File: src/rtl/mux_tree_pipe_if.sv
// Valid/ready bundle for the pipelined mux tree: channel bus and select
// in, selected channel out, with handshakes on both sides.
interface mux_tree_pipe_if #(
    parameter int NUM_IN = 64,
    parameter int DATA_W = 8
);
    localparam int SEL_W = $clog2(NUM_IN);

    logic [NUM_IN-1:0][DATA_W-1:0] in;
    logic [SEL_W-1:0]              sel;
    logic                          in_valid;
    logic                          in_ready;
    logic [DATA_W-1:0]             out_data;
    logic                          out_valid;
    logic                          out_ready;
    logic                          sel_err;

    modport master (
        output in, sel, in_valid, out_ready,
        input  in_ready, out_data, out_valid, sel_err
    );

    modport slave (
        input  in, sel, in_valid, out_ready,
        output in_ready, out_data, out_valid, sel_err
    );
endinterface

File: src/rtl/mux_tree_pipe.sv
// NUM_IN:1 binary mux tree, registered every PIPE_EVERY levels, valid/ready.
// Define MUX_TREE_PIPE_SEL_CHECK_EN to carry an out-of-range select flag.
module mux_tree_pipe #(
    parameter int NUM_IN     = 64,
    parameter int DATA_W     = 8,
    parameter int PIPE_EVERY = 2
) (
    input logic           clk,
    input logic           rst_n,
    mux_tree_pipe_if.slave bus
);
    localparam int SEL_W  = $clog2(NUM_IN);
    localparam int LEVELS = SEL_W;
    localparam int NSTAGE = (LEVELS + PIPE_EVERY - 1) / PIPE_EVERY;

    logic [NSTAGE-1:0] vld;
    logic [NSTAGE-1:0] rdy;

    // Ready ripples back from the consumer; a local keeps the chain acyclic.
    always_comb begin
        logic r;
        r = bus.out_ready;
        for (int s = NSTAGE - 1; s >= 0; s--) begin
            r      = !vld[s] || r;
            rdy[s] = r;
        end
    end

    for (genvar s = 0; s < NSTAGE; s++) begin : g_stg
        localparam int LO = s * PIPE_EVERY;
        localparam int HI = ((s + 1) * PIPE_EVERY > LEVELS) ?
                            LEVELS : (s + 1) * PIPE_EVERY;
        localparam int NI = 1 << (LEVELS - LO);
        localparam int NO = 1 << (LEVELS - HI);
        localparam int SI = SEL_W - LO;
        localparam bit LAST = (s == NSTAGE - 1);

        logic [NI-1:0][DATA_W-1:0] din;
        logic [SI-1:0]             sin;
        logic                      vin;
        logic [NO-1:0][DATA_W-1:0] dnx;
        logic [NO-1:0][DATA_W-1:0] node_q;
        logic                      valid_q;

        if (s == 0) begin : g_src
            // Leaves beyond NUM_IN are zero, so out-of-range selects read 0.
            always_comb begin
                din             = '0;
                din[NUM_IN-1:0] = bus.in;
            end
            assign sin = bus.sel;
            assign vin = bus.in_valid;
        end else begin : g_src
            assign din = g_stg[s-1].node_q;
            assign sin = g_stg[s-1].g_fwd.sel_q;
            assign vin = vld[s-1];
        end

        always_comb begin
            logic [NI-1:0][DATA_W-1:0] t;
            t = din;
            for (int l = 0; l < HI - LO; l++) begin
                for (int j = 0; j < (NI >> (l + 1)); j++) begin
                    t[j] = sin[l] ? t[2*j+1] : t[2*j];
                end
            end
            dnx = t[NO-1:0];
        end

        always_ff @(posedge clk or negedge rst_n) begin
            if (!rst_n) begin
                valid_q <= 1'b0;
                node_q  <= '0;
            end else if (rdy[s]) begin
                valid_q <= vin;
                if (vin) begin
                    node_q <= dnx;
                end
            end
        end

        assign vld[s] = valid_q;

        if (!LAST) begin : g_fwd
            logic [SEL_W-HI-1:0] sel_q;

            always_ff @(posedge clk or negedge rst_n) begin
                if (!rst_n) begin
                    sel_q <= '0;
                end else if (rdy[s] && vin) begin
                    sel_q <= sin[SI-1:HI-LO];
                end
            end
        end

`ifdef MUX_TREE_PIPE_SEL_CHECK_EN
        logic ein;
        logic err_q;

        if (s == 0) begin : g_esrc
            assign ein = 32'(bus.sel) >= NUM_IN;
        end else begin : g_esrc
            assign ein = g_stg[s-1].err_q;
        end

        always_ff @(posedge clk or negedge rst_n) begin
            if (!rst_n) begin
                err_q <= 1'b0;
            end else if (rdy[s] && vin) begin
                err_q <= ein;
            end
        end
`endif
    end

    assign bus.in_ready  = rdy[0];
    assign bus.out_valid = vld[NSTAGE-1];
    assign bus.out_data  = g_stg[NSTAGE-1].node_q[0];

`ifdef MUX_TREE_PIPE_SEL_CHECK_EN
    assign bus.sel_err = vld[NSTAGE-1] & g_stg[NSTAGE-1].err_q;
`else
    assign bus.sel_err = 1'b0;
`endif

endmodule

File: src/flat_wrapper.sv
// flat-port wrapper written by rule: the top's interface ports become plain ports
module mux_tree_pipe_flat 
#(
    parameter int NUM_IN     = 64,
    parameter int DATA_W     = 8,
    parameter int PIPE_EVERY = 2
)
  (clk, rst_n, bus_in, bus_sel, bus_in_valid, bus_out_ready, bus_in_ready, bus_out_data, bus_out_valid, bus_sel_err);
  mux_tree_pipe_if #(.NUM_IN(NUM_IN), .DATA_W(DATA_W)) bus_i ();
  input logic clk;
  input logic rst_n;
  input wire logic [$bits(bus_i.in)-1:0] bus_in;
  input wire logic [$bits(bus_i.sel)-1:0] bus_sel;
  input wire logic [$bits(bus_i.in_valid)-1:0] bus_in_valid;
  input wire logic [$bits(bus_i.out_ready)-1:0] bus_out_ready;
  output wire logic [$bits(bus_i.in_ready)-1:0] bus_in_ready;
  output wire logic [$bits(bus_i.out_data)-1:0] bus_out_data;
  output wire logic [$bits(bus_i.out_valid)-1:0] bus_out_valid;
  output wire logic [$bits(bus_i.sel_err)-1:0] bus_sel_err;
  assign bus_i.in = bus_in;
  assign bus_i.sel = bus_sel;
  assign bus_i.in_valid = bus_in_valid;
  assign bus_i.out_ready = bus_out_ready;
  assign bus_in_ready = bus_i.in_ready;
  assign bus_out_data = bus_i.out_data;
  assign bus_out_valid = bus_i.out_valid;
  assign bus_sel_err = bus_i.sel_err;
  mux_tree_pipe #(.NUM_IN(NUM_IN), .DATA_W(DATA_W), .PIPE_EVERY(PIPE_EVERY)) u_core (.clk(clk), .rst_n(rst_n), .bus(bus_i));
endmodule
File: config.mk
export PLATFORM = sky130hd
export DESIGN_NAME = mux_tree_pipe_flat
export DESIGN_NICKNAME = d
export VERILOG_FILES = /design/src/rtl/mux_tree_pipe_if.sv /design/src/rtl/mux_tree_pipe.sv /design/src/flat_wrapper.sv
export SDC_FILE = /design/constraint.sdc
export NUM_CORES = 1
export LEC_CHECK = 0
export ABC_AREA = 1
export CELL_PAD_IN_SITES_DETAIL_PLACEMENT = 1
export CELL_PAD_IN_SITES_GLOBAL_PLACEMENT = 2
export CORE_MARGIN = 8
export CORE_UTILIZATION = 24
export CTS_BUF_LIST = sky130_fd_sc_hd__clkbuf_8
export CTS_CLUSTER_DIAMETER = 200
export DETAILED_ROUTE_END_ITERATION = 8
export GPL_TIMING_DRIVEN = 1
export PLACE_DENSITY_LB_ADDON = 0.1
export SYNTH_ARGS = -nofsm -noshare
export SYNTH_HDL_FRONTEND = slang
export SYNTH_SLANG_ARGS = --single-unit
export TNS_END_PERCENT = 30
File: constraint.sdc
create_clock -name clk -period 1.87 [get_ports clk]
set_input_delay 0.2805 -clock clk [delete_from_list [all_inputs] [get_ports clk]]
set_output_delay 0.2805 -clock clk [all_outputs]
set_load 0.02 [all_outputs]
# After elaboration in Yosys (flattened, before gate mapping)
# Index checks and enable logic that the tools add are counted.
[totals]
reg_bits = 177
inputBits = 522
word_cells = 100
out_inout_bits = 11
[classes]
reduce_logical = 11
muxes = 63
[ops]
columns = ["op", "count"]
rows = [
  ["$mux W8", 63],
  ["$reduce_and A2 Y1", 3],
  ["$logic_not A1 Y1", 3],
  ["$logic_or A1 B1 Y1", 3],
  ["$logic_and A1 B1 Y1", 2],
]

# Logic depth before layout (Yosys ltp)
# Gate-level depths: netlist of run 1.
[depth]
word_depth = 5
mapped_depth = 9
depth_no_buf = 6

# Worst setup path after synthesis of run 1
# No wires, ideal clock.
[synth_path]
path_kind = "register to register"
startpoint = "reg u_core.g_stg[2].valid_q, in the netlist u_core.bus.out_valid"
endpoint = "reg u_core.g_stg[0].node_q[0] (netlist name)"
slack_ps = 385
path_stages_with_launch = 8
arrival_ps = 1369
path_buffers = 2
t_required_ps = 1754
period_less_slack_ps = 1485
cell_sequence = "dfrtp_1 nand4_2 nand2_2 inv_2 buf_6 buf_2 nand2_1 nand2_1"
[synth_between]
elab_chain_len = 5
[synth_rtl]
columns = ["item", "line_no", "text"]
rows = [
  ["start, declared", "mux_tree_pipe.sv:43", "logic valid_q;"],
  ["start signal, assigned", "mux_tree_pipe.sv:75", "valid_q <= vin;"],
  ["$logic_not A1 Y1", "mux_tree_pipe.sv:24", "r = !vld[s] || r;"],
  ["$logic_or A1 B1 Y1 (3 in a row)", "mux_tree_pipe.sv:24", ""],
  ["via bus_in_ready", "flat_wrapper.sv:16", "output wire logic [$bits(bus_i.in_ready)-1:0] bus_in_ready;"],
  ["$reduce_and A2 Y1 (no line)", "--", ""],
  ["end signal, assigned", "mux_tree_pipe.sv:77", "node_q <= dnx;"],
  ["end, declared", "mux_tree_pipe.sv:42", "logic [NO-1:0][DATA_W-1:0] node_q;"],
]
# The timed path passes the listed nets, and every way through them passes these cells.
# A chain may end at the register's enable or synchronous reset.

# Final worst setup path of run 1
[layout_path]
startpoint = "reg u_core.g_stg[2].valid_q, in the netlist u_core.bus.out_valid"
endpoint = "out bus_in_ready"
[layout_between]
elab_chain_len = 4
[layout_rtl]
columns = ["item", "line_no"]
rows = [
  ["$logic_not A1 Y1", "mux_tree_pipe.sv:24"],
  ["$logic_or A1 B1 Y1 (3 in a row)", "mux_tree_pipe.sv:24"],
  ["end, declared", "flat_wrapper.sv:16"],
]
# Every way passes these cells.

==> impl_metrics.py, run 1 <==
metrics = {
    "placement": {
        "dp_hpwl_mm": 48.0,
        "io_buffers": 531,
        "place_ws_ns": 0.0400,
        "dpl_cell_area_um2": 20900,
        "gp_congestion": 0.781,
    },
    "sta": {
        "slew_viol_final": 0,
        "slew_headroom": 0.591,
        "fmax_mhz": 621,
        "fin_crit_sh": 0.861,
        "fin_crit_ns": 1.61,
        "hold_viol": 0,
        "tightest_slew_ns": 0.613,
        "fin_ws_ns": 0.259,
        "fin_setup_tns_ns": 0,
        "finalClockSkew_ns": 0.0166,
        "setup_viol": 0,
        "rsz0062_at_grt": "false",
    },
    "clocking": {
        "cts-root-buf": "clkbuf_8",
        "ctsLongestPathBuffers": 2,
        "htreeDepth": 4,
        "cts.clk_slew.worst_paths_ns": 0.10,
        "clock-sinks": 177,
        "clkLatencyLatePin_ns": 0.46,
        "cts_tree": "done",
        "cts_buffers": 17,
    },
    "cells_and_area": {
        "nets": 3703,
        "fin_area_um2": 21300,
        "drive_gt1_frac": 0.0344,
        "final_cell_mix": "nand2_1 (1364), inv_1 (675), clkdlybuf4s50_1 (518)",
        "fillerInstances": 8019,
        "final_common_cell": "nand2_1",
        "finish.utilization": 0.355,
        "syn_to_final_growth_pct": 47.0,
    },
    "synthesis": {
        "yosysUniqueCellTypes": 15,
        "yosysTopAreaCell": "nand2_1",
        "synth_top_area_frac": 0.353,
        "syn_nets": 3231,
        "ys_seq_elements": 177,
        "synth-seq-area-share": 0.306,
        "ys_warn_count": 0,
        "syn_inst": 2709,
        "avgSynthCellArea_um2": 5.35,
        "synth_area_um2": 14500,
        "ys_top_cells_by_area": "nand2_1 (35%), dfrtp_1 (31%), inv_1 (18%)",
    },
    "critical_path": {
        "crit_type": "reg2out",
        "slowest_delay_ns": 0.45,
        "path_cells": "nand4_2 > buf_4",
        "critPathCaptureType": "output pin",
        "critPathTopFamily": "flip-flops",
        "cpMaxStageDelayCell": "dfrtp_1",
        "worstPathRequired_ns": 1.59,
        "crit_fanout": 4,
        "reg2reg_slack_ns": 0.43,
        "cp.arrival_ns": 1.33,
        "start_kind": "flip-flop",
        "critical_path_buf_inv_count": 1,
    },
    "floorplanning": {
        "dieHeight_um": 262,
        "dieArea_um2": 68500,
        "ios": 533,
        "core_area_um2": 60000,
        "start_util": 0.241,
        "rows": 90,
        "die_w_um": 262,
    },
    "status": {
        "status": "finished clean",
    },
    "pwr": {
        "peakVddDrop_mv": 0.480,
        "power.leakage_uw": 0.0128,
        "p_per_area_nw_per_um2": 636,
    },
    "routing": {
        "ant_nets": 0,
        "viasPerCell": 4.19,
        "routedWlPerCell_um": 15.2,
        "drc_errors": 0,
        "via_count": 16700,
        "drtPass1Iterations": 4,
        "wirelength_mm": 60.5,
        "drt_iter0_drc": 663,
    },
    "flow_run": {
        "drv_cap": 0,
    },
    "global_route": {
        "grt_pass1_wl_mm": 96.4,
        "antenna_found_initial": 3,
        "overflow": 0,
        "grt_max_degree": 78,
        "track_usage": 0.174,
        "grt_pass1_vias": 18100,
    },
    "worst_hold_path": {
        "hp-class": "in2reg",
    },
}
==> metrics by stage <==
stage	total power (uW)	hold WS (ns)	cells
final	13600	0.280	3980
after floorplan	8430	-0.0151	2709
after CTS	13900	0.235	3976
after global placement	11200	0.229	3943
after global routing	14900	0.267	3979
after detailed placement	11300	0.226	3943
==> metal layers <==
metal  up-vias  GRT usage  routed length [um]
met5         -          0                   0
met2       289      0.306               29700
met3        28     0.0321                2830
met4         0     0.0317                 687
met1      7723      0.221               27300
li1       8627          -                   -
==> final timing paths <==
kind                                       startpoint                             end  cells after the start
max                              u_core.bus.out_valid                    bus_in_ready                      2
min                                        bus_sel[1]      u_core.g_stg[0].node_q[92]                      6
max reg2reg                      u_core.bus.out_valid  u_core.g_stg[1].g_fwd.sel_q[1]                      4
min reg2reg                u_core.g_stg[1].node_q[12]      u_core.g_stg[1].node_q[12]                      2
max in group asynchronous                       rst_n      u_core.g_stg[1].node_q[16]                      3
min in group asynchronous                       rst_n     u_core.g_stg[0].node_q[127]                      2
==> cell families (layout without fill, tap and decap cells) <==
family	count (synthesis)	in the layout	share of synthesized area
buffers and inverters	826	1311	0.223
DFF	177	177	0.306
other	1	5	0.000259
AOI/OAI and AO/OA	2	2	0.000691
and+or+nand+nor	1703	1703	0.471
==> timing repair <==
action	4_1_cts	5_1_grt
resized for setup	6	3
buffers inserted	0	0
hold endpoints to repair	44	0
setup endpoints to repair	6	3
hold buffers	1	0
==> cell usage after synthesis, drive strengths merged <==
master  count
conb        1
nand4       1
clkinv      2
dfrtp     177
inv       680
buf       111
nand3     337
clkbuf     33
nand2    1365
o21ai       2
==> power by group <==
part | switching, uW | total (uW) | internal [uW] | leakage, uW
clock | 1480 | 2550 | 1070 | 0.000190
sequential | 565 | 5300 | 4730 | 0.00217
combinational | 3200 | 5710 | 2500 | 0.0104
==> flip-flops by register name, indices dropped and copies added, names as in the netlist <==
signal / flops
u_core.bus.out_data: 8
u_core.bus.out_valid: 1
u_core.g_stg.g_fwd.sel_q: 6
u_core.g_stg.node_q: 160
u_core.g_stg.valid_q: 2
==> final cells by class <==
class | count | area, um^2 | share of cell area
Antenna cell | 4 | 10.0 | 0.000470
Clock inverter | 11 | 81.3 | 0.00382
Tap cell | 782 | 978 | 0.0459
Clock buffer | 21 | 289 | 0.0136
Multi-Input combinational cell | 1706 | 6840 | 0.321
Sequential cell | 177 | 4430 | 0.208
Timing Repair Buffer | 597 | 6090 | 0.286
Inverter | 682 | 2570 | 0.121
==> worst register-to-register path: stages (launching register included) <==
cell     delay [ns]
dfrtp_1        0.46
nand3_1        0.13
nand2_1        0.09
inv_2          0.46
o21ai_0        0.16
Note: power is estimated with default switching activity, not from simulation.
==> run 2, diff against run 1 <==
--- a/config.mk
+++ b/config.mk
@@ -15,4 +15,5 @@
 export DETAILED_ROUTE_END_ITERATION = 8
 export GPL_TIMING_DRIVEN = 1
+export HOLD_SLACK_MARGIN = 0.15
 export PLACE_DENSITY_LB_ADDON = 0.1
 export SYNTH_ARGS = -nofsm -noshare
==> constraint.sdc (replaced) <==
create_clock -name clk -period 1.87 [get_ports clk]
set_input_delay 0.2805 -clock clk [delete_from_list [all_inputs] [get_ports clk]]
set_output_delay 0.2805 -clock clk [all_outputs]
set_load 0.05 [all_outputs]
==> impl_metrics.py, run 2 (synthesis gave the netlist of run 1 again) <==
metrics = {
    "status": {
        "status": "finished clean",
    },
    "critical_path": {
        "crit_type": "reg2out",
        "cpMaxStageDelayCell": "dfrtp_1",
        "start_kind": "flip-flop",
        "cp.arrival_ns": 1.28,
        "critical_path_buf_inv_count": 1,
        "critPathCaptureType": "output pin",
        "critPathTopFamily": "flip-flops",
        "path_depth": 2,
        "crit_fanout": 4,
        "reg2reg_slack_ns": 0.33,
        "timing.rr.start": "u_core.g_stg[0].g_fwd.sel_q[1]",
        "slowest_delay_ns": 0.46,
        "ff2ff_path_depth": 5,
        "crit_path_end": "bus_in_ready",
        "r2r_end": "u_core.g_stg[1].node_q[12]",
        "critPathLaunch": "u_core.bus.out_valid",
        "path_cells": "nand4_4 > buf_12",
        "worstPathRequired_ns": 1.59,
    },
    "placement": {
        "io_buffers": 531,
        "dp_hpwl_mm": 47.3,
        "gp_congestion": 0.770,
        "place_ws_ns": 0.0577,
    },
    "cells_and_area": {
        "final_cell_mix": "nand2_1 (1364), inv_1 (675), clkdlybuf4s50_1 (518)",
        "top_register": "u_core.g_stg.node_q",
        "syn_to_final_growth_pct": 45.6,
        "nets": 3676,
        "drive_gt1_frac": 0.0290,
        "final_common_cell": "nand2_1",
        "largest_reg_flops": 160,
    },
    "floorplanning": {
        "die_w_um": 262,
        "ios": 533,
        "start_util": 0.241,
        "dieHeight_um": 262,
        "core_area_um2": 60000,
        "dieArea_um2": 68500,
        "rows": 90,
    },
    "clocking": {
        "htreeDepth": 4,
        "ctsLongestPathBuffers": 2,
        "ctsHoldBuffers": 1,
        "cts.clk_slew.worst_paths_ns": 0.11,
        "postCtsSetupBuffers": 0,
        "cts-root-buf": "clkbuf_8",
        "cts_tree": "done",
        "clock-sinks": 177,
        "cts_resized": 0,
        "cts_buffers": 17,
        "clkLatencyLatePin_ns": 0.46,
    },
    "worst_hold_path": {
        "hp-class": "in2async",
    },
    "global_route": {
        "antenna_found_initial": 4,
        "overflow": 0,
        "grt_max_degree": 75,
        "grt_pass1_wl_mm": 96.4,
        "grt_pass1_vias": 17700,
        "track_usage": 0.174,
    },
    "routing": {
        "viasPerCell": 4.21,
        "drtPass1Iterations": 4,
        "drc_errors": 0,
        "routedWlPerCell_um": 15.5,
        "ant_nets": 0,
        "wirelength_mm": 61.2,
        "via_count": 16600,
        "drt_iter0_drc": 720,
    },
    "sta": {
        "fmax_mhz": 642,
        "rsz0062_at_grt": "false",
        "tightest_slew_ns": 0.751,
        "fin_setup_tns_ns": 0,
        "finalClockSkew_ns": 0.0202,
        "fin_crit_ns": 1.56,
        "fin_ws_ns": 0.313,
        "slew_headroom": 0.499,
        "hold_viol": 0,
        "fin_crit_sh": 0.833,
        "slew_viol_final": 0,
        "setup_viol": 0,
    },
    "pwr": {
        "power_frac_seq": 0.378,
        "p_per_area_nw_per_um2": 661,
        "power_frac_clock": 0.198,
        "power_switching_uw": 5560,
        "power.leakage_uw": 0.0126,
        "peakVddDrop_mv": 0.411,
        "p_sw_frac": 0.398,
        "intPower_uw": 8390,
        "pwr-share-comb": 0.424,
    },
    "flow_run": {
        "drv_cap": 0,
    },
}
[run 2: cell count changes in the layout (fill, tap and decap cells not counted), sizes merged]
cell	change
inv	+5
dlymetal6s2s	-3
bufinv	+1
dlygate4sd2	-6
buf	-19
clkinv	-5
[run 2: routing by layer]
layer,vias up,part of all wire,GRT usage
li1,8563,-,-
met1,7800,0.46,0.226
met2,262,0.49,0.307
met3,18,0.044,0.0294
met4,2,0.0053,0.0239
met5,-,0.00021,0
[run 2: power groups by stage]
| stage | Clock, uW | Combinational [uW] | Sequential (uW) |
|---|---|---|---|
| 2_1_floorplan | 0 | 3170 | 5470 |
| 3_3_place_gp | 0 | 5980 | 5340 |
| 3_5_place_dp | 0 | 6070 | 5350 |
| 4_1_cts | 2920 | 6110 | 5290 |
| 5_1_grt | 3050 | 6790 | 5410 |
| 6_report | 2760 | 5910 | 5280 |
[run 2: per-stage QoR]
stage                     total power [uW]  hold slack, ns  std cells   util  area (um^2)
after detailed placement             11400           0.159       3916  0.345        20700
after CTS                            14300           0.232       3949  0.352        21100
after global routing                 15200           0.233       3952  0.352        21100
final                                14000           0.271       3953  0.352        21100
after global placement               11300           0.160       3916  0.345        20700
after floorplan                       8640         -0.0151       2709      -        14500
[run 2: final cells by class]
class,count,area [um^2]
timing repair buffer,570,5870
tap,782,978
sequential,177,4430
inverter,682,2570
fill,7952,38900
clock buffer,20,275
clock inverter,12,121
antenna,4,10.0
multi-input combinational,1706,6850
[run 2: worst min-delay path by stage]
stage,startpoint,endpoint,slack (ns),cells after the start
finish,rst_n,u_core.g_stg[0].node_q[127],0.27,2
global placement,rst_n,u_core.g_stg[0].node_q[127],0.16,1
detailed placement,rst_n,u_core.g_stg[0].node_q[127],0.16,1
global route,rst_n,u_core.g_stg[0].node_q[127],0.23,2
CTS,rst_n,u_core.g_stg[0].node_q[127],0.23,2
floorplan,rst_n,u_core.bus.out_data[0],-0.02,0
[run 2: worst reg2reg max path: stages, from the launching register on]
cell and delay [ns]:
dfrtp_2 0.42, inv_2 0.55, nand3_1 0.26, nand2_1 0.14, nand2_1 0.07, nand2_1 0.08
==> run 3, diff against run 2 <==
- CORE_UTILIZATION: 24 -> 22
- clock period: 1.87 -> 1.6 ns (I/O delays scaled with it)
==> impl_metrics.py, run 3 (synthesis gave the netlist of run 1 again) <==
metrics = {
    "pwr": {
        "p_per_area_nw_per_um2": 779,
        "peakVddDrop_mv": 0.566,
        "power.leakage_uw": 0.0127,
    },
    "global_route": {
        "overflow": 0,
        "grt_pass1_vias": 18400,
        "grt_pass1_wl_mm": 99.7,
        "antenna_found_initial": 4,
        "track_usage": 0.165,
        "grt_max_degree": 74,
    },
    "placement": {
        "dp_hpwl_mm": 48.5,
        "gp_congestion": 0.772,
        "io_buffers": 531,
        "dp_cells": 4011,
    },
    "routing": {
        "drtPass1Iterations": 4,
        "routedWlPerCell_um": 15.4,
        "dr_wl_met2_mm": 30.7,
        "ant_nets": 0,
        "wirelength_mm": 62.5,
        "route.met3.wl_mm": 2.93,
        "via_count": 16600,
        "drt_iter0_drc": 614,
        "wl_met1_mm": 28.2,
        "viasPerCell": 4.11,
        "top_layer": "met5",
        "drc_errors": 0,
    },
    "critical_path": {
        "crit_type": "reg2out",
        "cpMostUsedCell": "buf_4",
        "reg2reg_slack_ns": 0.15,
        "cp.arrival_ns": 1.27,
        "ff2ff_path_depth": 7,
        "cpMaxStageDelayCell": "dfrtp_2",
        "critPathCaptureType": "output pin",
        "r2r_end": "u_core.g_stg[1].node_q[3]",
        "path_cells": "buf_4 > buf_4",
        "crit_fanout": 3,
        "start_kind": "flip-flop",
        "slowest_delay_ns": 0.44,
        "timing.rr.start": "u_core.g_stg[0].g_fwd.sel_q[0]",
        "worstPathRequired_ns": 1.36,
    },
    "cells_and_area": {
        "top_register": "u_core.g_stg.node_q",
        "largest_reg_flops": 160,
        "drive_gt1_frac": 0.0336,
        "final_common_cell": "nand2_1",
        "nets": 3692,
        "final_cell_mix": "nand2_1 (1364), inv_1 (676), clkdlybuf4s50_1 (518)",
        "instances_no_fill": 4049,
        "fillerInstances": 8590,
        "syn_to_final_growth_pct": 47.7,
    },
    "flow_run": {
        "drv_cap": 0,
    },
    "sta": {
        "rsz0062_at_grt": "false",
        "fin_crit_ns": 1.51,
        "hold_viol": 0,
        "slew_viol_final": 0,
        "fmax_mhz": 663,
        "fin_crit_sh": 0.942,
        "fin_hold_ws_ns": 0.247,
        "setup_viol": 0,
        "finalClockSkew_ns": 0.0160,
    },
    "clocking": {
        "clock-sinks": 177,
        "ctsLongestPathBuffers": 2,
        "cts-root-buf": "clkbuf_8",
        "clkLatencyLatePin_ns": 0.49,
        "cts_tree": "done",
        "htreeDepth": 4,
        "cts.clk_slew.worst_paths_ns": 0.10,
        "cts_buffers": 17,
    },
    "floorplanning": {
        "ios": 533,
        "dieHeight_um": 273,
        "die_w_um": 273,
        "start_util": 0.221,
        "core_area_um2": 65500,
        "rows": 94,
        "dieArea_um2": 74400,
    },
    "worst_hold_path": {
        "hp-class": "in2async",
    },
    "status": {
        "status": "finished clean",
    },
}
## run 3: cell count changes in the layout (fill, tap and decap cells not counted), sizes merged
cell | before | now
diode | 4 | 2
bufinv | 1 | 3
clkinv | 4 | 9
buf | 49 | 65
clkinvlp | 2 | 3
inv | 687 | 682
clkbuf | 22 | 18
dlygate4sd3 | 1 | 2
## run 3: area by class of cell
class                      instances  area, um^2  area share
inverter                         682        2570       0.120
antenna                            2        5.00    0.000234
timing repair buffer             586        6050       0.283
clock inverter                    15         170     0.00795
tap                              864        1080      0.0505
sequential                       177        4440       0.207
clock buffer                      17         234      0.0109
multi-input combinational       1706        6860       0.320
## run 3: stage by stage
step                cell area (um^2)  total power, uW  worst slack, ns  utilization  setup TNS [ns]
floorplan                      14500            10100          0.00340            -               0
global placement               21000            13600          -0.0325        0.320          -0.262
detailed placement             21000            13700          -0.0660        0.320           -3.40
CTS                            21400            17100           0.0330        0.327               0
global route                   21400            18200          0.00791        0.327               0
finish                         21400            16700           0.0928        0.327               0
## run 3: layer usage
layer | vias to the layer above | global-route usage
li1 | 8598 | -
met1 | 7721 | 0.209
met2 | 288 | 0.290
met3 | 33 | 0.0326
met4 | 4 | 0.0282
met5 | - | 0
## run 3: timing repair
action / 4_1_cts / 5_1_grt
endpoints found under the setup margin: 1 / 0
endpoints found under the hold margin: 178 / 0
gates resized for setup: 0 / 0
buffers inserted: 3 / 0
hold buffers: 2 / 0
## run 3: critical path, delay by kind of cell (launching register included)
| kind | cells | cell delay (ns) |
|---|---|---|
| buffers and inverters | 2 | 0.34 |
| flip-flops | 1 | 0.44 |
## run 3: where the power goes
part	internal (uW)	total (uW)	switching (uW)	leakage, uW
clock	1530	3280	1750	0.000204
combinational	3110	7170	4060	0.0104
sequential	5530	6230	702	0.00217
total	10200	16700	6510	0.0127
## run 3: worst max-delay path by stage
stage	start	end	slack, ns	cells after the start
3_3_place_gp	bus_out_ready	u_core.g_stg[0].node_q[28]	-0.03	7
3_5_place_dp	bus_out_ready	u_core.g_stg[0].node_q[29]	-0.07	8
4_1_cts	u_core.bus.out_valid	bus_out_valid	0.03	2
5_1_grt	u_core.bus.out_valid	bus_out_valid	0.008	2
6_report	u_core.bus.out_valid	bus_out_valid	0.09	2
2_1_floorplan	u_core.bus.out_valid	u_core.g_stg[0].node_q[0]	0.003	7
